`config.mk`:
```
export PLATFORM = sky130hd
export DESIGN_NAME = mem_arbiter
export DESIGN_NICKNAME = d
export VERILOG_FILES = /design/src/rtl/mem_arbiter_pkg.sv /design/src/rtl/mem_wait_counter.sv /design/src/rtl/mem_arbiter.sv
export SDC_FILE = /design/constraint.sdc
export NUM_CORES = 1
export LEC_CHECK = 0
export CAP_MARGIN = 5
export CORE_MARGIN = 5
export CORE_UTILIZATION = 35
export DETAILED_ROUTE_END_ITERATION = 8
export GPL_TIMING_DRIVEN = 0
export PLACE_DENSITY = 0.82
export SETUP_SLACK_MARGIN = 0.5
export SLEW_MARGIN = 40
export SYNTH_ARGS = -nofsm -noshare
export SYNTH_HDL_FRONTEND = slang
export SYNTH_SLANG_ARGS = --single-unit
export TNS_END_PERCENT = 100
```
`constraint.sdc`:
```
create_clock -name clk -period 3.4 [get_ports clk]
set_clock_uncertainty 0.15 [all_clocks]
set_input_delay 0.68 -clock clk [delete_from_list [all_inputs] [get_ports clk]]
set_output_delay 0.68 -clock clk [all_outputs]
set_load 0.005 [all_outputs]
```
`src/rtl/mem_arbiter_pkg.sv`:
```
// Shared definitions for the main-memory arbiter: FSM state encoding,
// wait-counter width, PROM region default and the byte-enable decode.
package mem_arbiter_pkg;

  // Wait counter width; covers WAIT values 0..15.
  localparam int unsigned CNT_W = 4;

  // Default value of adr[23:14] that selects the on-chip PROM.
  localparam logic [9:0] ROM_HI_DEF = 10'h3FF;

  typedef enum logic [1:0] {
    ST_IDLE     = 2'd0,
    ST_CPU_ACC  = 2'd1,
    ST_CPU_DONE = 2'd2,
    ST_VID_ACC  = 2'd3
  } state_e;

  // Word accesses enable all lanes; byte accesses enable the lane
  // addressed by the two low address bits.
  function automatic logic [3:0] be_decode(input logic ben, input logic [1:0] adr_lo);
    logic [3:0] be;
    if (!ben) be = 4'b1111;
    else      be = 4'b0001 << adr_lo;
    return be;
  endfunction

endpackage

```
`src/rtl/mem_wait_counter.sv`:
```
// Loadable down-counter that times one memory access. It is loaded with
// the wait count at the grant, counts down while enabled and parks at 0.
module mem_wait_counter
  import mem_arbiter_pkg::*;
(
  input  logic             clk,
  input  logic             rst,
  input  logic             i_load,
  input  logic [CNT_W-1:0] i_load_val,
  input  logic             i_dec,
  output logic [CNT_W-1:0] o_cnt,
  output logic             o_zero
);

  logic [CNT_W-1:0] r_cnt;

  // Count register: load wins over decrement; never wraps below zero.
  // NOTE: sequential state uses non-blocking (<=) so every register samples
  // pre-edge values and simulation matches the synthesized flops.
  always_ff @(posedge clk or posedge rst) begin
    if (rst) begin
      r_cnt <= '0;
    end else if (i_load) begin
      r_cnt <= i_load_val;
    end else if (i_dec && (r_cnt != '0)) begin
      r_cnt <= r_cnt - 1'b1;
    end
  end

  assign o_cnt  = r_cnt;
  assign o_zero = (r_cnt == '0);

endmodule

```
`src/rtl/mem_arbiter.sv`:
```
// Main-memory arbiter: sequences CPU fetch/load/store cycles and video
// refresh reads onto one word-wide memory port, stalls the CPU with
// memwait and returns read data to the CPU and the display controller.
module mem_arbiter
  import mem_arbiter_pkg::*;
#(
  parameter int unsigned WAIT   = 1,
  parameter logic [9:0]  ROM_HI = ROM_HI_DEF
) (
  input  logic        clk,
  input  logic        rst,
  // CPU side
  input  logic [23:0] cpu_adr,
  input  logic        cpu_rd,
  input  logic        cpu_wr,
  input  logic        cpu_ben,
  input  logic [31:0] cpu_wdata,
  output logic [31:0] cpu_rdata,
  output logic        memwait,
  // Video side
  input  logic        vid_req,
  input  logic [21:0] vid_adr,
  output logic        vid_ack,
  output logic [31:0] vid_data,
  // Memory side
  output logic [21:0] mem_adr,
  output logic        mem_ce,
  output logic        mem_we,
  output logic [3:0]  mem_be,
  output logic [31:0] mem_wdata,
  input  logic [31:0] mem_rdata
);

  localparam logic [CNT_W-1:0] WAIT_L = CNT_W'(WAIT);

  state_e           r_state;
  state_e           w_state_next;
  logic             r_last_vid;
  logic [31:0]      r_rdata;
  logic             r_vid_ack;
  logic             r_mem_ce;
  logic             r_mem_we;
  logic [3:0]       r_mem_be;
  logic [21:0]      r_mem_adr;
  logic [31:0]      r_mem_wdata;

  logic             w_cpu_need;
  logic             w_vid_need;
  logic             w_grant_cpu;
  logic             w_grant_vid;
  logic             w_acc_end;
  logic             w_cnt_dec;
  logic             w_cnt_zero;
  logic [CNT_W-1:0] w_cnt;

  // Any load or store needs memory; a fetch needs it unless it is served
  // by the on-chip PROM. Stores into the PROM region still go to memory.
  assign w_cpu_need = cpu_rd | cpu_wr | (cpu_adr[23:14] != ROM_HI);

  // In the ack cycle vid_req is still high for the request just served;
  // masking it keeps that request from being granted a second time.
  assign w_vid_need = vid_req & ~r_vid_ack;

  assign w_cnt_dec = (r_state == ST_CPU_ACC) || (r_state == ST_VID_ACC);

  mem_wait_counter u_wait_cnt (
    .clk        (clk),
    .rst        (rst),
    .i_load     (w_grant_cpu | w_grant_vid),
    .i_load_val (WAIT_L),
    .i_dec      (w_cnt_dec),
    .o_cnt      (w_cnt),
    .o_zero     (w_cnt_zero)
  );

  // Next-state and grant decode; CPU_DONE arbitrates like IDLE but only
  // video may win, so the CPU re-arbitrates from the following cycle.
  // NOTE: every signal assigned here gets a default first, so no path
  // through the case can leave one unassigned and infer a latch.
  always_comb begin
    w_state_next = r_state;
    w_grant_cpu  = 1'b0;
    w_grant_vid  = 1'b0;
    w_acc_end    = 1'b0;
    case (r_state)
      ST_IDLE: begin
        if (w_cpu_need && (!w_vid_need || r_last_vid)) begin
          w_grant_cpu  = 1'b1;
          w_state_next = ST_CPU_ACC;
        end else if (w_vid_need) begin
          w_grant_vid  = 1'b1;
          w_state_next = ST_VID_ACC;
        end
      end
      ST_CPU_DONE: begin
        if (w_vid_need) begin
          w_grant_vid  = 1'b1;
          w_state_next = ST_VID_ACC;
        end else begin
          w_state_next = ST_IDLE;
        end
      end
      ST_CPU_ACC: begin
        if (w_cnt_zero) begin
          w_acc_end    = 1'b1;
          w_state_next = ST_CPU_DONE;
        end
      end
      ST_VID_ACC: begin
        if (w_cnt_zero) begin
          w_acc_end    = 1'b1;
          w_state_next = ST_IDLE;
        end
      end
      default: w_state_next = ST_IDLE;
    endcase
  end

  // FSM state register.
  always_ff @(posedge clk or posedge rst) begin
    if (rst) r_state <= ST_IDLE;
    else     r_state <= w_state_next;
  end

  // Memory port registers: loaded at the grant, held for the access,
  // released at its last cycle; read data captured in that last cycle.
  always_ff @(posedge clk or posedge rst) begin
    if (rst) begin
      r_mem_ce    <= 1'b0;
      r_mem_we    <= 1'b0;
      r_mem_be    <= 4'b0000;
      r_mem_adr   <= '0;
      r_mem_wdata <= '0;
      r_rdata     <= '0;
      r_last_vid  <= 1'b0;
    end else if (w_grant_cpu) begin
      r_mem_ce    <= 1'b1;
      r_mem_we    <= cpu_wr;
      r_mem_be    <= be_decode(cpu_ben, cpu_adr[1:0]);
      r_mem_adr   <= cpu_adr[23:2];
      r_mem_wdata <= cpu_wdata;
      r_last_vid  <= 1'b0;
    end else if (w_grant_vid) begin
      r_mem_ce    <= 1'b1;
      r_mem_we    <= 1'b0;
      r_mem_be    <= 4'b1111;
      r_mem_adr   <= vid_adr;
      r_last_vid  <= 1'b1;
    end else if (w_acc_end) begin
      r_mem_ce    <= 1'b0;
      r_mem_we    <= 1'b0;
      r_mem_be    <= 4'b0000;
      r_rdata     <= mem_rdata;
    end
  end

  // One-cycle video acknowledge following the last cycle of a video access.
  always_ff @(posedge clk or posedge rst) begin
    if (rst) r_vid_ack <= 1'b0;
    else     r_vid_ack <= w_acc_end && (r_state == ST_VID_ACC);
  end

  // Outside an access the wait counter must always be parked at zero.
  a_cnt_idle_zero : assert property (@(posedge clk) disable iff (rst)
    !w_cnt_dec |-> (w_cnt == '0));

  assign memwait   = w_cpu_need & (r_state != ST_CPU_DONE);
  assign cpu_rdata = r_rdata;
  assign vid_ack   = r_vid_ack;
  assign vid_data  = r_rdata;
  assign mem_adr   = r_mem_adr;
  assign mem_ce    = r_mem_ce;
  assign mem_we    = r_mem_we;
  assign mem_be    = r_mem_be;
  assign mem_wdata = r_mem_wdata;

endmodule

```
==> run_results.csv, run 1 <==
group,metric,value,unit
timing,finalSetupTns,0,ns
place,gp_congestion,0.790,
floorplan,die_w,122,µm
clock_network,cts_buffer_depth,2,
timing,setup_violations,0,
clock_network,cts_root_buf,"clkbuf_16",
clock_network,cts_made_buffers,9,
floorplan,std_cell_rows,41,
pwr,design_power_total,0.00681,W
timing,min_period,2.72,ns
floorplan,start_util,0.353,
logic_synthesis,synth_most_common_cell,"dfrtp_1",
global_routing,grt_max_degree,28,
timing,rsz0062_at_grt,"no",
worst_setup_path,cpPeakStageDelay,0.49,ns
global_routing,grt_pass1_wl,20000,µm
pwr,powerDensity,908,nW/µm²
timing,period_share,0.801,
place,placed_cells,733,
floorplan,ios,242,
final_layout,area_growth,70.4,%
logic_synthesis,synth_top_area_cell,"dfrtp_1",
worst_setup_path,cp-end-kind,"output pin",
drt,maxUsedRoutingLayer,"met4",
global_routing,grt_pass1_vias,3858,
drt,wl_per_cell,17.1,µm
clock_network,htree_levels,3,
logic_synthesis,synth.yosys.seq_area_share,0.569,
final_layout,multi_input_area,1540,µm²
worst_setup_path,cp-start-kind,"primary input",
final_layout,final_util,0.601,
drt,wl_met2,6420,µm
min_path,hp-class,"reg2reg",
final_layout,ff_latch_area,2500,µm²
timing,finalHoldViolCount,0,
floorplan,fp.dieH,122,µm
final_layout,finalNonFillerCells,754,
drt,dr_wl_met3,1490,µm
logic_synthesis,synthTopCellsByCount,"dfrtp_1 (100), mux2_2 (89), buf_4 (35)",
timing,worstMarginPinSlew,0.587,ns
floorplan,dieArea,14900,µm²
timing,slew_viol_final,0,
global_routing,grt_usage,0.173,
timing,slew-limit-headroom,0.609,
worst_setup_path,path_cells,"clkdlybuf4s50_1, nand4b_1, nor3_2, clkbuf_8, a21oi_1, clkbuf_2",
place,dp_hpwl,10400,µm
pwr,leakagePower,3.12,nW
drt,drt-met1-wl,4710,µm
final_layout,final_nets,694,
logic_synthesis,synthArstFlopShare,1.00,
drt,antenna_left,0,
logic_synthesis,synth_nets,434,
logic_synthesis,synth_edf_count,0,
place,io_buffers,241,
drt,via_per_inst,4.63,
drt,first_iter_violations,102,
logic_synthesis,syn_area,4400,µm²
timing,fmax,367,MHz
worst_setup_path,crit_fanout,2,
pwr,max-vdd-ir-drop,0.434,mV
drt,vias,3492,
final_layout,nFillCells,1005,
logic_synthesis,ys_ff_latch,100,
logic_synthesis,yosysWarnings,0,
worst_setup_path,critPathKind,"in2out",
clock_network,ctsHoldBuffers,0,
logic_synthesis,synth_flop_cell,"dfrtp_1",
clock_network,cts.sinks,100,
worst_setup_path,critPathSlowestCell,"clkdlybuf4s50_1",
drt,drtPass1Iterations,4,
drt,drc_errors,0,
clock_network,cts_tree,"done",
logic_synthesis,synth_cell_types,34,
final_layout,drive_gt1_frac,0.279,
job,maxCapViolCount,0,
global_routing,gr-total-overflow,0,
clock_network,clkTransAtPathRegs,0.07,ns
logic_synthesis,synth.avg_cell_area,13.9,µm²
clock_network,clk_latency,0.33,ns
floorplan,core,12500,µm²
worst_setup_path,arrival,1.89,ns
global_routing,antenna_found_initial,1,
worst_setup_path,critPathRequiredTime,2.57,ns
run_status,status,"finished clean",
logic_synthesis,synth_area_leaders,"dfrtp_1 (57%), mux2_2 (23%), buf_4 (6.0%), a221o_1 (3.2%), nor3b_1 (1.9%)",
logic_synthesis,synth.top_cell.area_share,0.569,
drt,wirelength,12900,µm
logic_synthesis,netlist_instances,316,
routing by layer:
layer	vias up	global-route usage
li1	1609	-
met1	1689	0.183
met2	179	0.302
met3	15	0.0761
met4	0	0.0686
met5	-	0
registers in the layout, indices dropped and copies added (netlist names), 2 cells and up:
name              count
cpu_rdata            32
u_wait_cnt.o_cnt      4
mem_adr              22
mem_be                4
mem_wdata            32
r_state               2
through the flow:
stage	instance area (µm²)	setup WS (ns)	hold slack [ns]
2_1_floorplan	4400	1.06	0.308
3_3_place_gp	7030	-0.0290	0.327
3_5_place_dp	7130	-0.0981	0.332
4_1_cts	7480	0.515	0.348
5_1_grt	7500	0.551	0.353
6_report	7500	0.676	0.341
area by class of cell:
cell class | instances | share of cell area
clock buffers | 12 | 0.0329
well taps | 172 | 0.0287
flip-flops and latches | 100 | 0.334
diodes | 1 | 0.000334
plain buffers | 48 | 0.0471
clock inverters | 4 | 0.00968
multi-input cells | 162 | 0.205
inverters | 6 | 0.00351
repair buffers | 249 | 0.339
critical path: cells and delay by family:
family                 cells  cell delay (ns)
buffers and inverters      3             0.78
AND/OR/NAND/NOR            2             0.40
AO/OA/AOI/OAI              1             0.03
worst paths after layout:
path                                startpoint       endpoint  slack (ns)  cells past startpoint
setup reg to reg           u_wait_cnt.o_cnt[0]  cpu_rdata[29]        0.84                      7
min in group asynchronous                  rst  cpu_rdata[30]        0.59                      2
max in group asynchronous                  rst    mem_adr[21]        1.70                      5
hold reg to reg                     r_last_vid     r_last_vid        0.34                      1
setup / recovery                   cpu_adr[19]        memwait        0.68                      6
hold / removal                      r_last_vid     r_last_vid        0.34                      1
cell families after synthesis:
family | count (synthesis) | synth area share
DFF | 100 | 0.569
muxes | 89 | 0.228
buffers and inverters | 54 | 0.0830
and+or+nand+nor | 40 | 0.0563
AOI/OAI and AO/OA | 27 | 0.0503
xor gates and xnor gates | 4 | 0.00797
adders and majority gates | 2 | 0.00569
layout by cell type, fill, tap and decap left out, types with 2 or more instances in the layout:
master           instances
a21o_1                   2
a221o_1                 14
mux2_2                  89
nand2_1                  7
clkbuf_1                 6
ha_1                     2
inv_1                    5
a21oi_1                  4
buf_4                   39
xor2_1                   2
nand3_1                  2
clkdlybuf4s50_1        238
dfrtp_1                100
nor2_1                   5
o21ai_0                  6
buf_6                    2
clkbuf_16                9
buf_16                   3
buf_2                    4
bufinv_16                2
xnor2_1                  2
nor3b_1                 11
nand4b_1                 2
clkbuf_8                 2
clkinvlp_4               2
repair_timing:
action,in CTS,in global routing
endpoints found under the hold margin,0,0
endpoints found under the setup margin,1,1
buffers inserted,2,2
resized for setup,6,3
pin swaps,1,3
report_power, final:
part           internal (W)  switching (W)  total (W)
clock network      0.000664       0.000424    0.00109
registers           0.00180       0.000378    0.00218
logic               0.00243        0.00111    0.00354
No activity file was read; power rests on OpenSTA's default activity.
==> inputs of run 2 (changes only) <==
- CORE_UTILIZATION: 35 -> 39
- PLACE_DENSITY: 0.82 -> 0.86
- clock period: 3.4 -> 2.6 ns (I/O delays scaled with it)
==> run_results.csv, run 2 (synthesized netlist as in run 1, its figures left out) <==
group,metric,value,unit
floorplan,std_cell_rows,38,
final_layout,area_growth,80.1,%
global_routing,grt_max_degree,25,
global_routing,gr-total-overflow,0,
timing,rsz0062_at_grt,"yes",
timing,worstMarginPinSlew,0.525,ns
worst_setup_path,cpPeakStageDelay,0.30,ns
floorplan,core,10900,µm²
global_routing,grt_usage,0.206,
clock_network,clk_latency,0.34,ns
clock_network,cts_tree,"done",
clock_network,cts_made_buffers,9,
place,io_buffers,241,
pwr,powerDensity,1220,nW/µm²
pwr,design_power_total,0.00970,W
floorplan,fp.dieH,116,µm
drt,vias,3663,
timing,min_period,2.18,ns
timing,period_share,0.837,
drt,antenna_left,0,
place,gp_congestion,0.788,
clock_network,cts_root_buf,"clkbuf_16",
worst_setup_path,crit_fanout,2,
drt,wirelength,14400,µm
place,dp_hpwl,10800,µm
timing,slew-limit-headroom,0.649,
final_layout,ff_latch_area,2500,µm²
worst_setup_path,path_cells,"buf_6, nand4b_1, nor3_2, clkbuf_8, a21oi_2, buf_2",
min_path,hp-class,"in2reg",
final_layout,nFillCells,730,
final_layout,multi_input_area,1720,µm²
drt,drtPass1Iterations,4,
worst_setup_path,cp-start-kind,"primary input",
clock_network,cts_buffer_depth,2,
drt,first_iter_violations,146,
floorplan,ios,242,
worst_setup_path,arrival,1.51,ns
drt,drc_errors,0,
final_layout,final_common_cell,"clkdlybuf4s50_1",
clock_network,htree_levels,3,
job,maxCapViolCount,0,
clock_network,clkTransAtPathRegs,0.06,ns
floorplan,die_w,116,µm
global_routing,antenna_found_initial,0,
pwr,leakagePower,3.40,nW
final_layout,mostFrequentLayoutCells,"clkdlybuf4s50_1 (227), dfrtp_1 (100), mux2_2 (57)",
final_layout,final_nets,712,
worst_setup_path,cp-end-kind,"output pin",
timing,fmax,460,MHz
final_layout,diodes,0,
drt,via_per_inst,4.96,
floorplan,start_util,0.402,
global_routing,grt_pass1_vias,4054,
worst_setup_path,path_buf_inv,3,
drt,wl_per_cell,19.5,µm
floorplan,dieArea,13500,µm²
clock_network,cts.sinks,100,
clock_network,ctsHoldBuffers,0,
timing,finalHoldViolCount,0,
worst_setup_path,critPathSlowestCell,"nor3_2",
worst_setup_path,critPathRequiredTime,1.93,ns
timing,setup_violations,0,
global_routing,grt_pass1_wl,21500,µm
timing,slew_viol_final,0,
worst_setup_path,critPathKind,"in2out",
final_layout,drive_gt1_frac,0.334,
pwr,max-vdd-ir-drop,0.670,mV
worst_setup_path,path_delay_family,"simple AND/OR/NAND/NOR gates",
run_status,status,"finished clean",
timing,finalSetupTns,0,ns
==> run 2: cell types whose count changed in the layout (fill, tap and decap cells not counted), moves of 4 or more <==
cell	delta
clkdlybuf4s50_1	-11
buf_8	+4
mux2_2	-32
dlygate4sd2_1	+4
buf_4	+9
mux2_4	+32
clkbuf_1	-6
clkdlybuf4s15_1	+4
buf_6	+4
==> run 2: final cells by class <==
cell class,count,area share
multi-input combinational,162,0.217
clock buffer,12,0.0336
buffer,48,0.0520
clock inverter,4,0.00885
sequential,100,0.316
tap,140,0.0221
inverter,6,0.00332
timing repair buffer,267,0.348
==> run 2: per-stage QoR <==
step	cell area, µm²	hold WS (ns)	instances	util	setup WS, ns
detailed placement	7110	0.333	701	0.651	-0.630
global route	7920	0.262	739	0.724	0.363
floorplan	4420	0.308	316	-	0.537
global placement	7010	0.319	697	0.641	-0.639
CTS	7670	0.292	732	0.701	0.439
finish	7920	0.269	739	0.724	0.425
==> run 2: where the power goes <==
group | switching, W | total, W | leakage [nW] | internal, W
registers | 0.000525 | 0.00288 | 1.19 | 0.00236
logic | 0.00164 | 0.00534 | 2.05 | 0.00369
clock network | 0.000558 | 0.00148 | 0.169 | 0.000919
total | 0.00273 | 0.00970 | 3.40 | 0.00697
==> run 2: worst paths after layout <==
check | startpoint | to | slack, ns | cells after the start
max | cpu_wr | memwait | 0.42 | 6
min | cpu_wr | mem_we | 0.27 | 2
max reg2reg | u_wait_cnt.o_cnt[1] | cpu_rdata[6] | 0.43 | 8
min reg2reg | r_last_vid | r_last_vid | 0.35 | 1
max in group asynchronous | rst | cpu_rdata[10] | 1.19 | 4
min in group asynchronous | rst | mem_wdata[21] | 0.43 | 2
==> run 2: timing repair <==
action / 4_1_cts / 5_1_grt
pin swaps: 6 / 12
buffers inserted: 13 / 5
resized for setup: 56 / 49
endpoints found under the setup margin: 99 / 58
gates cloned: 2 / 2
==> run 2: metal layers <==
layer,part of all wire,global-route usage,wire length [µm],vias up
met1,0.37,0.236,5380,1795
li1,-,-,-,1647
met5,0,0,0,-
met3,0.11,0.0736,1610,19
met4,0.018,0.0696,264,0
met2,0.50,0.359,7160,202
==> inputs of run 3 (changes only) <==
- CORE_UTILIZATION: 39 -> 35
- PLACE_DENSITY: 0.86 -> 0.82
- clock period: 2.6 -> 2 ns (I/O delays scaled with it)
==> run_results.csv, run 3 (synthesized netlist as in run 1, its figures left out) <==
group,metric,value,unit
worst_setup_path,critPathRequiredTime,2.07,ns
drt,drtPass1Iterations,7,
floorplan,die_w,122,µm
place,dp_hpwl,10400,µm
clock_network,htree_levels,3,
worst_setup_path,crit_start,"u_wait_cnt.o_cnt[1]",
drt,first_iter_violations,194,
min_path,min_from,"cpu_wr",
timing,setup_violations,62,
global_routing,grt_usage,0.227,
min_path,hp-class,"in2reg",
place,io_buffers,241,
global_routing,grt_use_met3,0.0655,
run_status,violations,"setup timing",
drt,wl_per_cell,20.4,µm
final_layout,area_growth,113,%
drt,vias,4205,
pwr,design_power_total,0.0156,W
worst_setup_path,r2r_end,"cpu_rdata[0]",
global_routing,grt_pass1_wl,25700,µm
final_layout,finalNonFillerCells,886,
global_routing,grt_pass1_vias,4606,
global_routing,met1_usage,0.247,
timing,min_period,2.18,ns
drt,drc_errors,0,
drt,via_per_inst,4.75,
timing,fmax,458,MHz
final_layout,mostFrequentLayoutCells,"buf_6 (141), clkdlybuf4s50_1 (102), dfrtp_1 (99)",
timing,period_share,1.09,
clock_network,cts_root_buf,"clkbuf_16",
timing,finalSetupTns,-7.06,ns
place,gp_congestion,0.791,
floorplan,ios,242,
floorplan,std_cell_rows,41,
floorplan,core,12500,µm²
global_routing,grt_max_degree,26,
timing,fin_ws,-0.184,ns
worst_setup_path,cp-end-kind,"register",
final_layout,nFillCells,771,
worst_setup_path,critPathKind,"reg2reg",
pwr,powerDensity,1660,nW/µm²
clock_network,clkTransAtPathRegs,0.06,ns
clock_network,ctsHoldBuffers,0,
worst_setup_path,crit_fanout,5,
worst_setup_path,cp-endpoint,"cpu_rdata[0]",
worst_setup_path,reg2regPathDepth,9,
timing,slew-limit-headroom,0.707,
pwr,max-vdd-ir-drop,0.737,mV
pwr,leakagePower,4.44,nW
run_status,status,"finished, violations left",
global_routing,gr-total-overflow,0,
worst_setup_path,cp-start-kind,"register",
final_layout,diodes,0,
clock_network,cts_made_buffers,9,
timing,finalHoldViolCount,0,
final_layout,multi_input_area,1960,µm²
drt,wirelength,18000,µm
floorplan,dieArea,14900,µm²
final_layout,final_common_cell,"buf_6",
global_routing,grtUsageMet2,0.421,
clock_network,cts_tree,"done",
final_layout,ff_latch_area,2500,µm²
global_routing,busiest_layer,"met2",
timing,worstMarginPinSlew,0.440,ns
clock_network,clk_latency,0.34,ns
clock_network,cts.sinks,100,
final_layout,final_nets,829,
timing,slew_viol_final,0,
worst_setup_path,r2r_start,"u_wait_cnt.o_cnt[1]",
place,placed_cells,733,
job,maxCapViolCount,0,
floorplan,start_util,0.353,
worst_setup_path,arrival,2.25,ns
floorplan,fp.dieH,122,µm
worst_setup_path,r2r_setup_slack,-0.18,ns
clock_network,cts_buffer_depth,2,
drt,antenna_left,0,
final_layout,drive_gt1_frac,0.640,
final_layout,final_util,0.753,
global_routing,antenna_found_initial,0,
timing,rsz0062_at_grt,"yes",
==> run 3: changes by cell type in the layout (fill, tap and decap cells not counted), sizes merged <==
| cell | change |
|---|---|
| clkinv | -2 |
| dlygate4sd2 | -3 |
| buf | +217 |
| clkdlybuf4s50 | -125 |
| clkbuf | +29 |
| clkdlybuf4s15 | -1 |
==> run 3: timing repair <==
| item | 4_1_cts | 5_1_grt |
|---|---|---|
| cloned | 10 | 1 |
| endpoints found under the setup margin | 225 | 182 |
| buffers inserted | 97 | 31 |
| gates resized for setup | 672 | 98 |
| pin swaps | 24 | 13 |
==> run 3: routing by layer <==
| layer | share of wire | vias up |
|---|---|---|
| li1 | - | 1873 |
| met1 | 0.36 | 2098 |
| met2 | 0.53 | 199 |
| met3 | 0.081 | 35 |
| met4 | 0.023 | 0 |
| met5 | 0 | - |
==> run 3: final cells by class <==
| type | count | area share |
|---|---|---|
| inverter | 6 | 0.00280 |
| timing repair buffer | 384 | 0.400 |
| clock buffer | 12 | 0.0263 |
| buffer | 48 | 0.0652 |
| clock inverter | 2 | 0.00640 |
| tap | 172 | 0.0229 |
| sequential | 100 | 0.267 |
| multi-input combinational | 162 | 0.209 |
==> run 3: through the flow <==
stage	hold slack, ns	worst slack, ns	area [µm²]
floorplan	0.314	-0.0426	4520
global placement	0.332	-0.743	7140
detailed placement	0.349	-0.754	7240
CTS	0.188	-0.138	9120
global route	0.190	-0.261	9390
finish	0.202	-0.184	9390
==> run 3: where the power goes <==
group          internal (W)  switching [W]
Combinational       0.00674        0.00324
Clock               0.00112       0.000710
Sequential          0.00307       0.000726
Total                0.0109        0.00468
==> run 3: worst min path at each step <==
stage	end	slack, ns	cells past startpoint
after floorplan	r_last_vid	0.31	1
after global placement	r_last_vid	0.33	1
after detailed placement	mem_wdata[21]	0.35	1
after CTS	mem_wdata[7]	0.19	2
after global routing	mem_we	0.19	2
final	mem_we	0.20	2
==> run 3: worst max-delay path, stage by stage, from the launching register on <==
cell,delay [ns]
dfrtp_1,0.41
inv_2,0.09
ha_4,0.12
or3b_4,0.38
buf_8,0.13
nor2_4,0.14
buf_6,0.12
buf_12,0.10
buf_8,0.12
mux2_4,0.30
